`config.mk`:
```
export PLATFORM = sky130hd
export DESIGN_NAME = uart_tx_fifo
export DESIGN_NICKNAME = d
export VERILOG_FILES = /design/src/rtl/uart_tx_fifo.sv
export SDC_FILE = /design/constraint.sdc
export NUM_CORES = 1
export LEC_CHECK = 0
export ABC_AREA = 1
export BUFFER_PORTS_ARGS = -buffer_cell sky130_fd_sc_hd__buf_2
export CORE_AREA = 2 2 119 121
export CTS_BUF_LIST = sky130_fd_sc_hd__clkbuf_8
export DETAILED_ROUTE_END_ITERATION = 7
export DIE_AREA = 0 0 121 123
export GPL_TIMING_DRIVEN = 1
export PLACE_DENSITY_LB_ADDON = 0.2
export SKIP_LAST_GASP = 1
export SLEW_MARGIN = 40
export SYNTH_ARGS = -nofsm -noshare
export SYNTH_HDL_FRONTEND = slang
export SYNTH_SLANG_ARGS = --single-unit
export TNS_END_PERCENT = 1
```
`constraint.sdc`:
```
create_clock -name clk -period 3.4 [get_ports clk]
set_input_delay 0.34 -clock clk [delete_from_list [all_inputs] [get_ports clk]]
set_output_delay 0.34 -clock clk [all_outputs]
set_load 0.1 [all_outputs]
```
`src/rtl/uart_tx_fifo.sv`:
```
// UART transmitter with an input FIFO, a runtime baud divisor, optional parity and 1/2 stop bits.
// Frames leave LSB first and run back to back while the FIFO holds data.
module uart_tx_fifo #(
    parameter int DATA_WIDTH = 8,
    parameter int FIFO_DEPTH = 4,
    parameter int DIV_WIDTH  = 16
) (
    input  logic                        clk,
    input  logic                        rst,
    input  logic [DATA_WIDTH-1:0]       P_DATA,
    input  logic                        Data_Valid,
    output logic                        ready,
    input  logic                        parity_enable,
    input  logic                        parity_type,
    input  logic                        stop_bits,
    input  logic [DIV_WIDTH-1:0]        baud_div,
    output logic                        TX_OUT,
    output logic                        busy,
    output logic [$clog2(FIFO_DEPTH):0] fifo_count
);
    localparam int PTR_W = $clog2(FIFO_DEPTH);
    localparam int CNT_W = PTR_W + 1;
    localparam int IDX_W = $clog2(DATA_WIDTH);

    typedef enum logic [2:0] {IDLE, START, DATA, PARITY, STOP1, STOP2} state_e;

    logic [DATA_WIDTH-1:0] mem_q [FIFO_DEPTH];
    logic [PTR_W-1:0]      wr_ptr_q, rd_ptr_q;
    logic [CNT_W-1:0]      count_q, count_d;
    logic                  push, pop, fifo_nonempty;
    logic [DATA_WIDTH-1:0] head;

    state_e                state_q, state_d;
    logic [DATA_WIDTH-1:0] shift_q, shift_d;
    logic                  par_en_q, par_en_d;
    logic                  par_bit_q, par_bit_d;
    logic                  stop2_q, stop2_d;
    logic [DIV_WIDTH-1:0]  div_q, div_d;
    logic [DIV_WIDTH-1:0]  bit_cnt_q, bit_cnt_d;
    logic [IDX_W-1:0]      idx_q, idx_d;
    logic                  tx_q, tx_d;
    logic                  bit_done, frame_end, start_next;

    assign fifo_nonempty = (count_q != '0);
    assign ready         = (count_q != CNT_W'(FIFO_DEPTH));
    assign push          = Data_Valid && ready;
    assign head          = mem_q[rd_ptr_q];
    assign bit_done      = (bit_cnt_q == div_q - DIV_WIDTH'(1));

    assign TX_OUT     = tx_q;
    assign busy       = (state_q != IDLE) || fifo_nonempty;
    assign fifo_count = count_q;

    // NOTE: storage is not reset; the pointers and count alone decide which entries are valid.
    always_ff @(posedge clk) begin
        if (push) begin
            mem_q[wr_ptr_q] <= P_DATA;
        end
    end

    always_comb begin
        count_d = count_q;
        case ({push, pop})
            2'b10:   count_d = count_q + CNT_W'(1);
            2'b01:   count_d = count_q - CNT_W'(1);
            default: count_d = count_q;
        endcase
    end

    always_ff @(posedge clk) begin
        if (rst) begin
            wr_ptr_q <= '0;
            rd_ptr_q <= '0;
            count_q  <= '0;
        end else begin
            // NOTE: non-blocking assignments so every register samples pre-edge values.
            if (push) wr_ptr_q <= wr_ptr_q + PTR_W'(1);
            if (pop)  rd_ptr_q <= rd_ptr_q + PTR_W'(1);
            count_q <= count_d;
        end
    end

    // tx_d is the level for the next bit period, so TX_OUT comes straight from a flop.
    always_comb begin
        // NOTE: every combinational output gets a hold/default value first so no latch is inferred.
        state_d    = state_q;
        shift_d    = shift_q;
        par_en_d   = par_en_q;
        par_bit_d  = par_bit_q;
        stop2_d    = stop2_q;
        div_d      = div_q;
        idx_d      = idx_q;
        tx_d       = tx_q;
        pop        = 1'b0;
        frame_end  = 1'b0;
        start_next = 1'b0;
        bit_cnt_d  = '0;
        if (state_q != IDLE) begin
            bit_cnt_d = bit_done ? '0 : bit_cnt_q + DIV_WIDTH'(1);
        end

        case (state_q)
            IDLE: begin
                tx_d       = 1'b1;
                start_next = fifo_nonempty;
            end
            START: begin
                if (bit_done) begin
                    state_d = DATA;
                    idx_d   = '0;
                    tx_d    = shift_q[0];
                    shift_d = shift_q >> 1;
                end
            end
            DATA: begin
                if (bit_done) begin
                    if (idx_q == IDX_W'(DATA_WIDTH - 1)) begin
                        state_d = par_en_q ? PARITY : STOP1;
                        tx_d    = par_en_q ? par_bit_q : 1'b1;
                    end else begin
                        idx_d   = idx_q + IDX_W'(1);
                        tx_d    = shift_q[0];
                        shift_d = shift_q >> 1;
                    end
                end
            end
            PARITY: begin
                if (bit_done) begin
                    state_d = STOP1;
                    tx_d    = 1'b1;
                end
            end
            STOP1: begin
                if (bit_done) begin
                    if (stop2_q) state_d = STOP2;
                    else         frame_end = 1'b1;
                end
            end
            STOP2: begin
                if (bit_done) frame_end = 1'b1;
            end
            default: state_d = IDLE;
        endcase

        if (frame_end) begin
            state_d    = IDLE;
            tx_d       = 1'b1;
            start_next = fifo_nonempty;
        end

        // Pop and latch the whole frame configuration in one go.
        if (start_next) begin
            pop       = 1'b1;
            state_d   = START;
            tx_d      = 1'b0;
            bit_cnt_d = '0;
            shift_d   = head;
            par_en_d  = parity_enable;
            par_bit_d = parity_type ? ^head : ~^head;
            stop2_d   = stop_bits;
            div_d     = (baud_div == '0) ? DIV_WIDTH'(1) : baud_div;
        end
    end

    always_ff @(posedge clk) begin
        if (rst) begin
            state_q   <= IDLE;
            shift_q   <= '0;
            par_en_q  <= 1'b0;
            par_bit_q <= 1'b0;
            stop2_q   <= 1'b0;
            div_q     <= DIV_WIDTH'(1);
            bit_cnt_q <= '0;
            idx_q     <= '0;
            tx_q      <= 1'b1;
        end else begin
            state_q   <= state_d;
            shift_q   <= shift_d;
            par_en_q  <= par_en_d;
            par_bit_q <= par_bit_d;
            stop2_q   <= stop2_d;
            div_q     <= div_d;
            bit_cnt_q <= bit_cnt_d;
            idx_q     <= idx_d;
            tx_q      <= tx_d;
        end
    end

endmodule
```
== Yosys cells after proc, flatten, opt, wreduce, memory -nomap -nowiden ==
Memory sizes are Yosys's and may differ from the RTL's. A register that Yosys moved wholly into a read port is not among the register bits.
Index checks and enable logic that the tools add are counted.

* Register bits after elaboration: 57
* Bits in writable memories: 32
* Input port bits: 30
* Output and inout bits: 6
* Word-level logic and storage cells: 111
* Memories kept: 1

{| class="wikitable"
|+ Memories
! memory !! depth !! bits a word !! read ports !! clocked after memory_dff !! wr ports !! RTL line !! text
|-
| mem_q || 4 || 8 || 1 || 1 || 1 || 27 || <nowiki>logic [DATA_WIDTH-1:0] mem_q [FIFO_DEPTH];</nowiki>
|}

* Add/subtract/negate cells: 7
* Equality and inequality tests: 27
* Muxes and demuxes: 41
* Bitwise operators: 2
* Reduce and logical (&&, ||, !) cells: 20

{| class="wikitable"
|+ Operators with widths
! kind !! count
|-
| $mux W8 || 4
|-
| $mux W3 || 10
|-
| $ne A4 B4 Y1 const B || 6
|-
| $mux W1 || 18
|-
| $add A16 B1 Y16 const B || 1
|-
| $eq A16 B16 Y1 || 1
|-
| $logic_not A16 Y1 || 1
|-
| $mux W16 || 1
|-
| $pmux W8 S2 || 1
|-
| $sub A16 B1 Y16 const B || 1
|-
| $pmux W3 S5 || 1
|-
| $ne A2 B2 Y1 const B || 7
|-
| $reduce_and A7 Y1 || 2
|-
| $ne A3 B3 Y1 const B || 4
|-
| $pmux W3 S2 || 2
|-
| $reduce_and A4 Y1 || 3
|-
| $eq A3 B3 Y1 const B || 3
|-
| $reduce_bool A3 Y1 || 3
|-
| $reduce_xnor A8 Y1 || 1
|-
| $reduce_xor A8 Y1 || 1
|-
| $add A3 B1 Y3 const B || 2
|-
| $eq A3 B2 Y1 const B || 2
|-
| $reduce_bool A6 Y1 || 1
|-
| $add A2 B1 Y2 const B || 2
|-
| 16 further kinds || 19
|}

== Depth between registers and ports, before layout ==
* Word-level depth: 8
* Depth in mapped cells: 24
* Depth with buffers taken out: 23

== Worst setup path after synthesis ==
No wires, ideal clock.

* Kind: reg-to-reg
* Start: reg count_q[2], in the netlist fifo_count[2]
* End: reg count_q[2], in the netlist fifo_count[2]
* Setup time: 0.122 ns
* Arrival time: 3.522 ns
* Data required time: 3.278 ns
* Slack: -0.244 ns
* Stages on the path, launching flop included: 10
* Path buffers: 0
* Period minus slack after synthesis: 3.644 ns
* Path through: dfxtp_1 nand3_1 nand2_1 ha_1 inv_1 fa_1 a21oi_1 o21ai_0 o21ai_0 a21oi_1

* Elaborated cells on any way between the ends: 12
* Those cells by class: add/sub: 2; eq/ne: 3; mux: 4; reduce/logical: 3

{| class="wikitable"
|+ RTL lines
! item !! RTL line !! text
|-
| from (decl) || 29 || <nowiki>logic [CNT_W-1:0] count_q, count_d;</nowiki>
|-
| from (signal assigned) || 79 || <nowiki>count_q <= count_d;</nowiki>
|-
| $ne A3 B3 Y1 (*) || 45 || <nowiki>assign ready = (count_q != CNT_W'(FIFO_DEPTH));</nowiki>
|-
| net ready || 12 || <nowiki>output logic ready,</nowiki>
|-
| $logic_and A1 B1 Y1 (*) || 46 || <nowiki>assign push = Data_Valid && ready;</nowiki>
|-
| $eq A2 B1 Y1 or $eq A2 B2 Y1 (tied branches) || 63 || <nowiki>case ({push, pop})</nowiki>
|-
| $pmux W3 S2 or $reduce_bool A2 Y1 (tied branches) || -- ||
|}

Mark *: on every way through the listed nets, which the timed path passes. The rest lies on a longest branch.
A chain may end at the register's enable or synchronous reset.

== Final worst setup path ==
* Start: reg div_q[0]
* End: reg count_q[2], in the netlist fifo_count[2]

* Longest elaborated chain between the ends: 8
* Elaborated cells on any way between the ends: 11
* Those cells by class: add/sub: 1; eq/ne: 3; mux: 6; reduce/logical: 1

{| class="wikitable"
|+ Ends and longest elaborated chain
! item !! RTL line !! text
|-
| from (decl) || 38 || <nowiki>logic [DIV_WIDTH-1:0] div_q, div_d;</nowiki>
|-
| from (signal assigned) || 182 || <nowiki>div_q <= div_d;</nowiki>
|-
| $sub A16 B1 Y16 (*) || 48 || <nowiki>assign bit_done = (bit_cnt_q == div_q - DIV_WIDTH'(1));</nowiki>
|-
| $eq A16 B16 Y1 (*) || 48 ||
|-
| $mux W1 (on tied branches) || 140, 134 ||
|-
| $pmux W1 S2 (*) || 102 || <nowiki>case (state_q)</nowiki>
|-
| $mux W1 (*) || 145 || <nowiki>if (frame_end) begin</nowiki>
|-
| $mux W1 (*) || 152 || <nowiki>if (start_next) begin</nowiki>
|-
| $eq A2 B1 Y1 or $eq A2 B2 Y1 (tied branches) || 63 ||
|-
| $pmux W3 S2 or $reduce_bool A2 Y1 (tied branches) || -- ||
|}

Mark *: on every way between the ends. The rest lies on a longest branch, timed or not.

==> metrics.csv <==
stage,metric,value,unit
status,status,"finished, final reports clean",
sta,slew_viol_final,0,
sta,period_needed,3020,ps
sta,period_share,0.889,
setup_path,cp_max_fo,15,
clock_tree,cts-root-buf,clkbuf_8,
layout,areaGrowthSynthToFinish,12.7,%
layout,final_util,0.385,
floorplan,rows,43,
synthesis,synth-seq-cells,91,
setup_path,r2r_slack,380,ps
synthesis,synth-async-reset-ratio,0,
clock_tree,h-tree-depth,3,
setup_path,r2r-end,fifo_count[2],
sta,rsz0062_at_grt,no,
sta,maxSlewHeadroom,0.484,
grt,grtUsageTotal,0.152,
sta,timing.hold.ws,157,ps
layout,drive_above_1_share,0.132,
placed_design,dp_slack,268,ps
drt,wl_per_cell,12.7,µm
sta,layout_setup_ws,377,ps
grt,grt_pass1_wl,17800,µm
grt,grt_overflow,0,
clock_tree,cts_inserted_buffers,9,
drt,drc,0,
sta,hold_viol_final,0,
drt,drt_wl_total,10500,µm
drt,firstDrtPassIters,4,
synthesis,synth_fp_nets,643,
floorplan,die_h,123,µm
floorplan,die-area,14900,µm²
layout,final_nets,680,
floorplan,core_area,13600,µm²
floorplan,start_util,0.342,
worst_hold_path,min_path_type,in -> reg,
flow_run,drv_cap,0,
drt,vias,3921,
synthesis,syn_avg_cell_area,7.71,µm²
floorplan,ios,36,
sta,setup_tns,0,ps
grt,grt_max_degree,42,
setup_path,critPathCaptureType,flop,
setup_path,required,3680,ps
synthesis,syn_inst,603,
setup_path,r2r_cells,20,
clock_tree,cts_tree,done,
clock_tree,clkTransAtPathRegs,100,ps
placed_design,io_buffer_count,35,
floorplan,die-width,121,µm
drt,viasPerCell,4.75,
synthesis,yosysTopAreaCell,dfxtp_1,
grt,antenna_found_initial,0,
synthesis,synthTopCellsByArea,"dfxtp_1 25%, edfxtp_1 21%, nand2_1 9.6%",
pwr,peakVddDrop,534,µV
synthesis,netlist_area,4650,µm²
synthesis,synth-warning-count,0,
synthesis,synth.top_cell.area_share,0.254,
setup_path,endpoint,fifo_count[2],
synthesis,synth_common_cells,"119 x nand2_1, 83 x nor2_1, 76 x inv_1",
placed_design,place_congestion,0.861,
drt,drtIter0Drc,138,
layout,fin_area,5250,µm²
drt,ant_nets,0,
setup_path,r2r_start,div_q[0],
clock_tree,clk_latency,390,ps
synthesis,ys_seq_area_frac,0.460,
sta,worst_slew_pin_slew,771,ps
sta,clock_skew,14.1,ps
synthesis,synth_flop_cell,dfxtp_1,
clock_tree,cts_buffer_depth,2,
setup_path,cp-startpoint,div_q[0],
layout,layoutNonFillerInstCount,825,
sta,setup_viol,0,
placed_design,placed_area,5000,µm²
setup_path,crit_path_start_kind,flop,
synthesis,synth-edff-count,32,
layout,antennaDiodeCount,0,
grt,grt_pass1_vias,3842,
synthesis,synth.most_common_cell,nand2_1,
pwr,power_density,843,nW/µm²
setup_path,arrival,3300,ps
clock_tree,hold_buffers,0,
placed_design,dp.cells,807,
layout,fill_cells,1397,
placed_design,hpwl,7640,µm
pwr,total_power,4.42,mW
setup_path,crit_type,reg -> reg,
synthesis,synthDistinctLibCells,40,
pwr,p_leak,2.20,nW
sta,fmax,331,MHz
clock_tree,clock_sinks,91,
-- power breakdown --
part	total (mW)	switching, mW	internal, mW
Sequential	1.52	0.163	1.35
Clock	0.803	0.440	0.363
Combinational	2.10	1.44	0.666
Total	4.42	2.04	2.38
-- metal layers --
metal | global-route usage | vias to the layer above | share of wire
li1 | - | 2046 | -
met5 | 0 | - | 0
met3 | 0.0304 | 18 | 0.038
met1 | 0.184 | 1799 | 0.46
met4 | 0.0727 | 0 | 0.023
met2 | 0.260 | 58 | 0.48
-- flip-flops by register name, summed over array words and instances (netlist names), named ones only --
signal	count
mem_q	32
div_q	16
wr_ptr_q	2
stop2_q	1
idx_q	3
TX_OUT	1
shift_q	8
par_bit_q	1
par_en_q	1
state_q	3
bit_cnt_q	16
fifo_count	3
rd_ptr_q	2
-- cells by family (layout without fill, tap and decap cells) --
| logic type | after synthesis | count (layout) | synth area share |
|---|---|---|---|
| compound gates | 107 | 107 | 0.127 |
| xor+xnor | 18 | 18 | 0.0339 |
| fa+ha+maj | 10 | 10 | 0.0285 |
| buf+inv | 94 | 136 | 0.0826 |
| flops | 91 | 91 | 0.460 |
| simple gates | 283 | 283 | 0.267 |
-- worst min path at each step --
stage | start | end | slack (ps) | cells after the start
2_1_floorplan | bit_cnt_q[0] | bit_cnt_q[0] | 430 | 1
3_3_place_gp | TX_OUT | TX_OUT | 450 | 2
3_5_place_dp | bit_cnt_q[0] | bit_cnt_q[0] | 450 | 1
4_1_cts | P_DATA[1] | mem_q[3][1] | 140 | 1
5_1_grt | P_DATA[0] | mem_q[0][0] | 140 | 1
6_report | P_DATA[1] | mem_q[3][1] | 160 | 1
-- critical path, stage by stage (launching register included) --
cell and delay [ps]:
dfxtp_1 360, inv_1 90, ha_1 310, nand2_1 70, nand4_1 100, nor2_1 120, nand3_1 100, nor2_2 110
nand2_1 60, nor2_1 130, nand3_2 130, nand2_4 110, nand2_4 70, inv_8 130, ha_1 160, inv_1 60
fa_1 370, a21oi_1 140, o21ai_0 110, o21ai_1 130, a21oi_1 50
-- cell type report --
| cell class | instances | area (µm²) | share of cell area |
|---|---|---|---|
| multi-input cells | 418 | 2140 | 0.408 |
| inverters | 79 | 304 | 0.0580 |
| clock inverters | 7 | 90.1 | 0.0172 |
| well taps | 180 | 225 | 0.0429 |
| clock buffers | 9 | 124 | 0.0236 |
| repair buffers | 41 | 220 | 0.0420 |
| flip-flops and latches | 91 | 2140 | 0.408 |
-- repair_timing --
item | 4_1_cts | 5_1_grt
setup buffers | 0 | 2
setup endpoints to repair | 0 | 1
gates resized for setup | 0 | 4
-- cell usage in the layout (no fill, tap or decap), types with 9 or more instances in the layout --
master,count
nor3_1,9
edfxtp_1,32
o21ai_1,14
nor2_1,81
dfxtp_1,59
buf_2,35
o21ai_0,28
inv_1,76
clkbuf_8,9
nand3_1,36
a21oi_1,43
xor2_1,10
ha_1,9
nand2_1,119
(Power assumes the default switching activity.)
